--- src/rtl/mult8_arbiter.sv ---
// Round-robin arbiter and sequencer sharing one shift-add multiplier among N
// requesters, with a GUARD cycle masking stale done and a saturating watchdog.
module mult8_arbiter #(
  parameter int N       = 4,
  parameter int TIMEOUT = 64
) (
  input  logic           clk,
  input  logic           rst_n,
  input  logic [N-1:0]   req,
  input  logic [8*N-1:0] req_a,
  input  logic [8*N-1:0] req_b,
  output logic [N-1:0]   gnt,
  output logic [N-1:0]   resp_valid,
  output logic [7:0]     resp_product,
  output logic           resp_err,
  output logic           busy,
  output logic           mult_start,
  output logic [7:0]     mult_a,
  output logic [7:0]     mult_b,
  input  logic [7:0]     mult_product,
  input  logic           mult_done
);
  localparam int IW = $clog2(N);
  localparam int WW = $clog2(TIMEOUT + 1);
  localparam logic [IW-1:0] LAST_RST = IW'(N - 1);
  localparam logic [WW-1:0] WD_LIMIT = WW'(TIMEOUT);

  typedef enum logic [2:0] {
    S_IDLE,
    S_START,
    S_GUARD,
    S_WAIT,
    S_RESP
  } state_e;

  state_e        state_q, state_d;
  logic [IW-1:0] last_q, last_d;
  logic [7:0]    a_q, a_d;
  logic [7:0]    b_q, b_d;
  logic [7:0]    prod_q, prod_d;
  logic          err_q, err_d;
  logic [WW-1:0] wd_q, wd_d;

  logic [7:0]    op_a [N];
  logic [7:0]    op_b [N];
  logic          pick_found;
  logic [IW-1:0] pick_idx;
  logic [IW-1:0] cand;

  always_comb begin
    for (int unsigned i = 0; i < N; i++) begin
      op_a[i] = req_a[8*i +: 8];
      op_b[i] = req_b[8*i +: 8];
    end
  end

  // Upward search starting one past the previous winner, wrapping modulo N.
  always_comb begin
    pick_found = 1'b0;
    pick_idx   = last_q;
    cand       = '0;
    for (int unsigned k = 1; k <= N; k++) begin
      cand = IW'((32'(last_q) + k) % N);
      if (!pick_found && req[cand]) begin
        pick_found = 1'b1;
        pick_idx   = cand;
      end
    end
  end

  always_comb begin
    state_d = state_q;
    last_d  = last_q;
    a_d     = a_q;
    b_d     = b_q;
    prod_d  = prod_q;
    err_d   = err_q;
    wd_d    = wd_q;
    unique case (state_q)
      S_IDLE: begin
        if (pick_found) begin
          last_d  = pick_idx;
          a_d     = op_a[pick_idx];
          b_d     = op_b[pick_idx];
          state_d = S_START;
        end
      end
      S_START: state_d = S_GUARD;
      S_GUARD: begin
        wd_d    = '0;
        state_d = S_WAIT;
      end
      S_WAIT: begin
        // done takes priority over a timeout landing on the same edge
        if (mult_done) begin
          prod_d  = mult_product;
          err_d   = 1'b0;
          state_d = S_RESP;
        end else begin
          if (wd_q != WD_LIMIT) wd_d = wd_q + 1'b1;
          if (wd_q >= WD_LIMIT - 1'b1) begin
            prod_d  = '0;
            err_d   = 1'b1;
            state_d = S_RESP;
          end
        end
      end
      S_RESP:  state_d = S_IDLE;
      default: state_d = S_IDLE;
    endcase
  end

  always_ff @(posedge clk or negedge rst_n) begin
    if (!rst_n) begin
      state_q <= S_IDLE;
      last_q  <= LAST_RST;
      a_q     <= '0;
      b_q     <= '0;
      prod_q  <= '0;
      err_q   <= 1'b0;
      wd_q    <= '0;
    end else begin
      state_q <= state_d;
      last_q  <= last_d;
      a_q     <= a_d;
      b_q     <= b_d;
      prod_q  <= prod_d;
      err_q   <= err_d;
      wd_q    <= wd_d;
    end
  end

  always_comb begin
    gnt        = '0;
    resp_valid = '0;
    if (state_q == S_START) gnt[last_q] = 1'b1;
    if (state_q == S_RESP)  resp_valid[last_q] = 1'b1;
  end

  assign busy         = (state_q != S_IDLE);
  assign mult_start   = (state_q == S_START);
  assign mult_a       = a_q;
  assign mult_b       = b_q;
  assign resp_product = prod_q;
  assign resp_err     = err_q;

endmodule

--- config.mk ---
export PLATFORM = sky130hd
export DESIGN_NAME = mult8_arbiter
export DESIGN_NICKNAME = d
export VERILOG_FILES = /design/src/rtl/mult8_arbiter.sv
export SDC_FILE = /design/constraint.sdc
export NUM_CORES = 1
export LEC_CHECK = 0
export BUFFER_PORTS_ARGS = -buffer_cell sky130_fd_sc_hd__buf_2
export CAP_MARGIN = 20
export CORE_ASPECT_RATIO = 1.5
export CORE_UTILIZATION = 30
export DETAILED_ROUTE_END_ITERATION = 10
export HOLD_SLACK_MARGIN = 0.08
export PLACE_DENSITY = 0.66
export SETUP_SLACK_MARGIN = 0.1
export SLEW_MARGIN = 20
export SYNTH_ARGS = -nofsm -noshare
export SYNTH_HDL_FRONTEND = slang
export SYNTH_SLANG_ARGS = --single-unit
--- constraint.sdc ---
create_clock -name clk -period 2.6 [get_ports clk]
set_input_delay 0.39 -clock clk [delete_from_list [all_inputs] [get_ports clk]]
set_output_delay 0.39 -clock clk [all_outputs]
set_load 0.03 [all_outputs]
== Word-level counts from Yosys, hierarchy flattened ==
Cells that the tools add are included.

* Reductions and logical operators: 15
* Bitwise logic cells: 1
* Magnitude comparators: 8
* Add/sub/neg operators: 5
* Multiplexer cells: 37
* Equal/unequal tests: 9

{| class="wikitable"
|+ Operators by type and width
! kind !! count
|-
| 8-bit two-way mux || 6
|-
| 8-bit binary-select mux with 2-bit select || 2
|-
| 2-bit by 3-bit < comparator with 1-bit output (second input constant) || 5
|-
| 7-bit two-way mux || 2
|-
| 7-bit one-hot mux with 2 select lines || 1
|-
| 3-bit one-hot mux with 4 select lines || 1
|-
| 1-bit two-way mux || 11
|-
| 3-bit two-way mux || 3
|-
| 1-bit binary-select mux with 2-bit select || 4
|-
| 2-bit two-way mux || 4
|-
| 4-bit two-way mux || 2
|-
| 7-bit by 1-bit adder with 7-bit output (second input constant) || 1
|-
| 7-bit by 6-bit >= comparator with 1-bit output (second input constant) || 1
|-
| 7-bit != test (second input constant) || 1
|-
| 3-bit by 2-bit equality test with 1-bit output (second input constant) || 2
|-
| 2-bit != test (second input constant) || 3
|-
| 2-bit AND reduction || 3
|-
| 2-bit by 1-bit adder with 2-bit output (second input constant) || 2
|-
| 2-bit adder (second input constant) || 2
|-
| 1-bit logical AND || 4
|-
| 2-bit nonzero test || 2
|-
| 3-bit by 1-bit equality test with 1-bit output (second input constant) || 1
|-
| 3-bit equality test (second input constant) || 1
|-
| 3-bit >= comparator (second input constant) || 1
|-
| 8 further kinds || 10
|}

* Input port bits: 79
* Register bits: 37
* Output and inout bits: 35
* Word-level logic and storage cells: 82

== Logic depth before layout (Yosys ltp) ==
* Depth after elaboration: 17
* Mapped depth: 10
* Depth with buffers taken out: 7

== Worst setup path before layout ==
OpenSTA, ideal clock, no wires.

* Kind: register to register
* Start: register last_q[0]
* End: register a_q[0], in the netlist mult_a[0]
* Arrival: 2.583 ns
* Path buffers: 3
* Period minus slack after synthesis: 2.712 ns
* Cell stages (with the launch flop): 11
* Data required time: 2.470 ns
* Slack: -0.112 ns
* Path through: dfstp_2 clkbuf_8 inv_1 ha_1 clkbuf_8 o2bb2ai_1 or4_4 a21o_1 a311oi_4 buf_6 a221oi_2

* Word-level cells in the longest chain between the ends: 17
* Elaborated cells between the ends (all ways): 31
* Classes of those cells: add/sub: 4; mux: 19; bitwise: 1; reduce/logical: 7

{| class="wikitable"
|+ RTL lines
! what !! RTL line !! text
|-
| start: declaration || 37 || <nowiki>logic [IW-1:0] last_q, last_d;</nowiki>
|-
| start signal: assignment || 124 || <nowiki>last_q <= last_d;</nowiki>
|-
| 2-bit by 1-bit adder with 2-bit output || 63 || <nowiki>cand = IW'((32'(last_q) + k) % N);</nowiki>
|-
| 1-bit binary-select mux with 2-bit select || 64 || <nowiki>if (!pick_found && req[cand]) begin</nowiki>
|-
| 1-bit two-way mux (not written as such) || 64 ||
|-
| 1-bit two-way mux || 64 ||
|-
| 1-bit logical NOT || 64 ||
|-
| 1-bit logical AND || 64 ||
|-
| 1-bit two-way mux || 64 ||
|-
| 1-bit logical NOT || 64 ||
|-
| 1-bit logical AND || 64 ||
|-
| 1-bit two-way mux || 64 ||
|-
| 1-bit logical NOT || 64 ||
|-
| 1-bit logical AND || 64 ||
|-
| 2-bit two-way mux || 64 ||
|-
| 2-bit NOT with 3-bit output (not written as such) || 83 || <nowiki>a_d = op_a[pick_idx];</nowiki>
|-
| 8-bit binary-select mux with 2-bit select || 83 ||
|-
| 8-bit two-way mux (not written as such) (2 in a row) || 83 ||
|-
| end signal: assignment || 117 || <nowiki>a_q <= '0;</nowiki>
|-
| end signal: assignment || 125 || <nowiki>a_q <= a_d;</nowiki>
|-
| end: declaration || 38 || <nowiki>logic [7:0] a_q, a_d;</nowiki>
|}

Several ways; a longest one is shown, not always the timed one. The select of a mux whose other input is x is not followed.
A chain may end at the register's enable or synchronous reset.

== Worst setup path after layout ==
* Start: register last_q[0]
* End: register b_q[4], in the netlist mult_b[4]

* Word-level cells in the longest chain between the ends: 17
* Elaborated cells between the ends (all ways): 31
* Classes of those cells: add/sub: 4; mux: 19; bitwise: 1; reduce/logical: 7

{| class="wikitable"
|+ RTL lines
! what !! RTL line !! text
|-
| 2-bit by 1-bit adder with 2-bit output || 63 ||
|-
| 1-bit binary-select mux with 2-bit select || 64 ||
|-
| 1-bit two-way mux (not written as such) || 64 ||
|-
| 1-bit two-way mux || 64 ||
|-
| 1-bit logical NOT || 64 ||
|-
| 1-bit logical AND || 64 ||
|-
| 1-bit two-way mux || 64 ||
|-
| 1-bit logical NOT || 64 ||
|-
| 1-bit logical AND || 64 ||
|-
| 1-bit two-way mux || 64 ||
|-
| 1-bit logical NOT || 64 ||
|-
| 1-bit logical AND || 64 ||
|-
| 2-bit two-way mux || 64 ||
|-
| 2-bit NOT with 3-bit output (not written as such) || 84 || <nowiki>b_d = op_b[pick_idx];</nowiki>
|-
| 8-bit binary-select mux with 2-bit select || 84 ||
|-
| 8-bit two-way mux (not written as such) (2 in a row) || 84 ||
|-
| end signal: assignment || 118 || <nowiki>b_q <= '0;</nowiki>
|-
| end signal: assignment || 126 || <nowiki>b_q <= b_d;</nowiki>
|-
| end: declaration || 39 || <nowiki>logic [7:0] b_q, b_d;</nowiki>
|}

Several ways; a longest one is shown, not always the timed one. The select of a mux whose other input is x is not followed.

==> impl_results.md <==
- Run status: complete, no violations
- RD Place Congestion: 0.804
- Ratio of final minimum period to clock period: 98.5%
- Setup tns final: 0 ns
- Number of synthesized flops with an enable pin: 0
- Wire length reported by the detailed router: 7.02 mm
- Die outline width: 77.9 um
- DR vias/cell: 5.01
- Number of CTS-inserted buffers: 5
- Setup repair after global routing missed its margin: true
- Psw: 0.00239 W
- CTS sink count: 37
- Library cell used as clock root buffer: clkbuf_16
- Area growth from synthesis to layout: 38.7%
- Max-capacitance violation count: 0
- Share of synthesized registers carrying an async set or reset: 100%
- CTS tree: yes
- Fmax: 391 MHz
- Critical register-to-register path endpoint: mult_b[4]$_DFFE_PN0P_
- Clock H-tree levels: 2
- Type of destination of the critical path: register
- Post-synthesis sequential area ratio: 35.8%
- Max Fanout on Critical Path: 8
- Die outline area: 9030 um^2
- Hold Crit Class: input pin to async pin
- Leading cell types by count after synthesis: 35 x dfrtp_1, 34 x mux2i_1, 28 x nor2_1
- YS warnings: 0
- Max transition margin: 44.5%
- Largest net degree at the start of global routing: 38
- First-pass GRT wire length: 10.8 mm
- Total iterations of the first detailed-routing run: 4
- Total overflow reported by the global router: 0
- Number of instances in the synthesized netlist: 255
- Kind of launch point of the worst setup path: register
- Final net count: 459
- Switching part of the total power: 47.5%
- Vias in the first global route: 2,267
- Ratio of cells with drive above 1 in the final layout: 46.7%
- Sequential share of power: 20.0%
- Number of cells on the worst reg-to-reg path: 9
- DRC viols: 0
- Cell type with the highest aggregate area in the netlist: dfrtp_1
- Core Area: 8410 um^2
- Final hold violation count: 0
- Yosys cell types: 50
- Overall fraction of global-route tracks in use: 15.0%
- Biggest area contributors in the synthesized netlist: dfrtp_1 34%, mux2i_1 13%, a221oi_2 5.8%
- Number of standard-cell rows in the floorplan: 41
- Initial cell density of the core: 30.8%
- Count of buffers from port buffering: 113
- Antenna fix cells: 0
- Ratio of total power to cell area: 1400 nW/um^2
- Total chip power: 0.00503 W
- Clk network pwr share: 11.8%
- Worst supply voltage drop on vdd: 0.609 mV
- Number of setup violations in the final report: 0
- Reg2reg setup slack: 0.04 ns
- Top Ports: 114
- Half-perimeter wire length after detailed placement: 5.15 mm
- Top-area cell type share of the netlist area: 33.8%
- Data arrival time of the critical path: 2.71 ns
- Total internal power: 0.00264 W
- Worst Setup Path Type: register to register
- Post-route minimum period: 2.56 ns
- Total number of vias: 2,414
- Hold-fix buffers at CTS: 0
- Synthesized net count: 340
- Final ANT Viol Nets: 0
- DRT iter0 DRCs: 122
- Library cell with the highest instance count after synthesis: dfrtp_1
- Maximum clock skew at final layout: 0.00353 ns
- Startpoint of the most critical register-to-register path: last_q[0]$_DFFE_PN1P_
- Initial antenna violation count: 0
- Height of the chip: 116 um
- Pins over their slew limit: 0
- Synthesized area: 2590 um^2
- Leak Pwr: 1.72 nW
- CTS Buffer Depth: 2
- Clock transition at path regs: 0.06 ns
- Final routed wire length divided by cell count: 14.6 um
- Flip-flop and latch count after synthesis: 37
- Primary flip-flop cell chosen by synthesis mapping: dfrtp_1
- Combinational cell fraction of total power: 68.2%
- Synth Area per Inst: 10.2 um^2
- Data required time of the worst path: 2.75 ns
- Clock latency on the worst-skew pair: 0.28 ns
- # fillers: 832
- Worst slew pin tran: 0.833 ns
==> worst max-delay path by stage <==
| stage | startpoint | end | cells after the start |
|---|---|---|---|
| 5_1_grt | last_q[0]$_DFFE_PN1P_ | mult_a[2]$_DFFE_PN0P_ | 10 |
| 6_report | last_q[0]$_DFFE_PN1P_ | mult_b[4]$_DFFE_PN0P_ | 9 |
| 3_5_place_dp | last_q[0]$_DFFE_PN1P_ | mult_a[7]$_DFFE_PN0P_ | 8 |
| 2_1_floorplan | last_q[1]$_DFFE_PN1P_ | mult_a[0]$_DFFE_PN0P_ | 10 |
| 4_1_cts | last_q[0]$_DFFE_PN1P_ | mult_a[3]$_DFFE_PN0P_ | 8 |
| 3_3_place_gp | last_q[0]$_DFFE_PN1P_ | mult_a[2]$_DFFE_PN0P_ | 8 |
==> critical path, cell delays in order, from the launching register on <==
cell and delay [ns]:
dfstp_2 0.56, clkinv_4 0.07, ha_4 0.24, nor2b_4 0.13, or4_4 0.52, a21o_1 0.21, a311oi_4 0.31, buf_6 0.17
clkbuf_16 0.16, a221oi_2 0.06
==> cell usage in the layout, fill, tap and decap left out, drive strengths merged, types with 2 or more instances in the layout <==
cell type,Yosys,final
o21ai,9,9
dfstp,2,2
clkinvlp,0,3
buf,10,130
nand4,9,9
o22ai,3,3
mux2i,34,34
nand2b,4,4
xnor2,5,5
ha,6,6
nor2,28,28
dfrtp,35,35
nor3,2,2
nor4,5,5
or2b,3,3
a211oi,4,4
nand2,5,5
a21oi,7,7
nor2b,5,5
or4,2,2
a21o,3,3
a221oi,16,16
a2111oi,5,5
and2,4,4
nand3,3,3
a311oi,2,2
inv,18,17
and3,4,4
clkbuf,10,7
==> power by group through the flow <==
stage / clock network [W] / registers [W] / logic [W]
floorplan: 0 / 0.00137 / 0.00201
global placement: 0 / 0.00101 / 0.00308
detailed placement: 0 / 0.00101 / 0.00316
CTS: 0.000611 / 0.00100 / 0.00319
global route: 0.000634 / 0.00104 / 0.00370
finish: 0.000593 / 0.00101 / 0.00343
==> area by class of cell <==
| class | instances | area (um^2) | area share (%) |
|---|---|---|---|
| sequential | 37 | 928 | 25.8 |
| multi-input combinational | 180 | 1530 | 42.5 |
| inverter | 18 | 75.1 | 2.09 |
| clock inverter | 3 | 22.5 | 0.626 |
| clock buffer | 5 | 125 | 3.48 |
| timing repair buffer | 132 | 785 | 21.8 |
| tap | 107 | 134 | 3.72 |
==> sequential cells by signal, indices dropped and copies added (netlist names) <==
register	cells
mult_a	8
mult_b	8
resp_product	8
wd_q	7
state_q	3
last_q	2
resp_err	1
==> logic make-up after synthesis <==
family / Yosys count / share of synthesized area (%)
fa+ha+maj: 6 / 2.89
compound gates: 58 / 19.9
xor+xnor: 5 / 1.69
simple gates: 76 / 16.4
buf+inv: 38 / 9.12
flops: 37 / 35.8
mux: 35 / 14.1
==> metal layers <==
metal  up-vias  wire length [um]  global-route usage, %
li1       1188                 -                      -
met1      1154              2990                   19.0
met2        62              3660                   26.0
met3        10               212                   1.57
met4         0               159                   6.30
met5         -                 0                      0
==> stage by stage <==
stage          util [%]  setup WS [ns]  hold WS, ns  std cells  instance area [um^2]
2_1_floorplan         -        -0.0711       0.0944        255                  2620
3_3_place_gp       39.0          0.153        0.511        466                  3280
3_5_place_dp       39.0         0.0504        0.520        466                  3280
4_1_cts            40.9         0.0756        0.249        474                  3440
5_1_grt            42.8        -0.0289        0.285        482                  3600
6_report           42.8         0.0400        0.209        482                  3600
==> what timing repair did <==
action	in CTS	in global routing
endpoints found under the setup margin	8	17
setup buffers	0	6
pin swaps	0	2
gates cloned	0	2
gates resized for setup	3	12
Power figures use the tool's default switching activity.
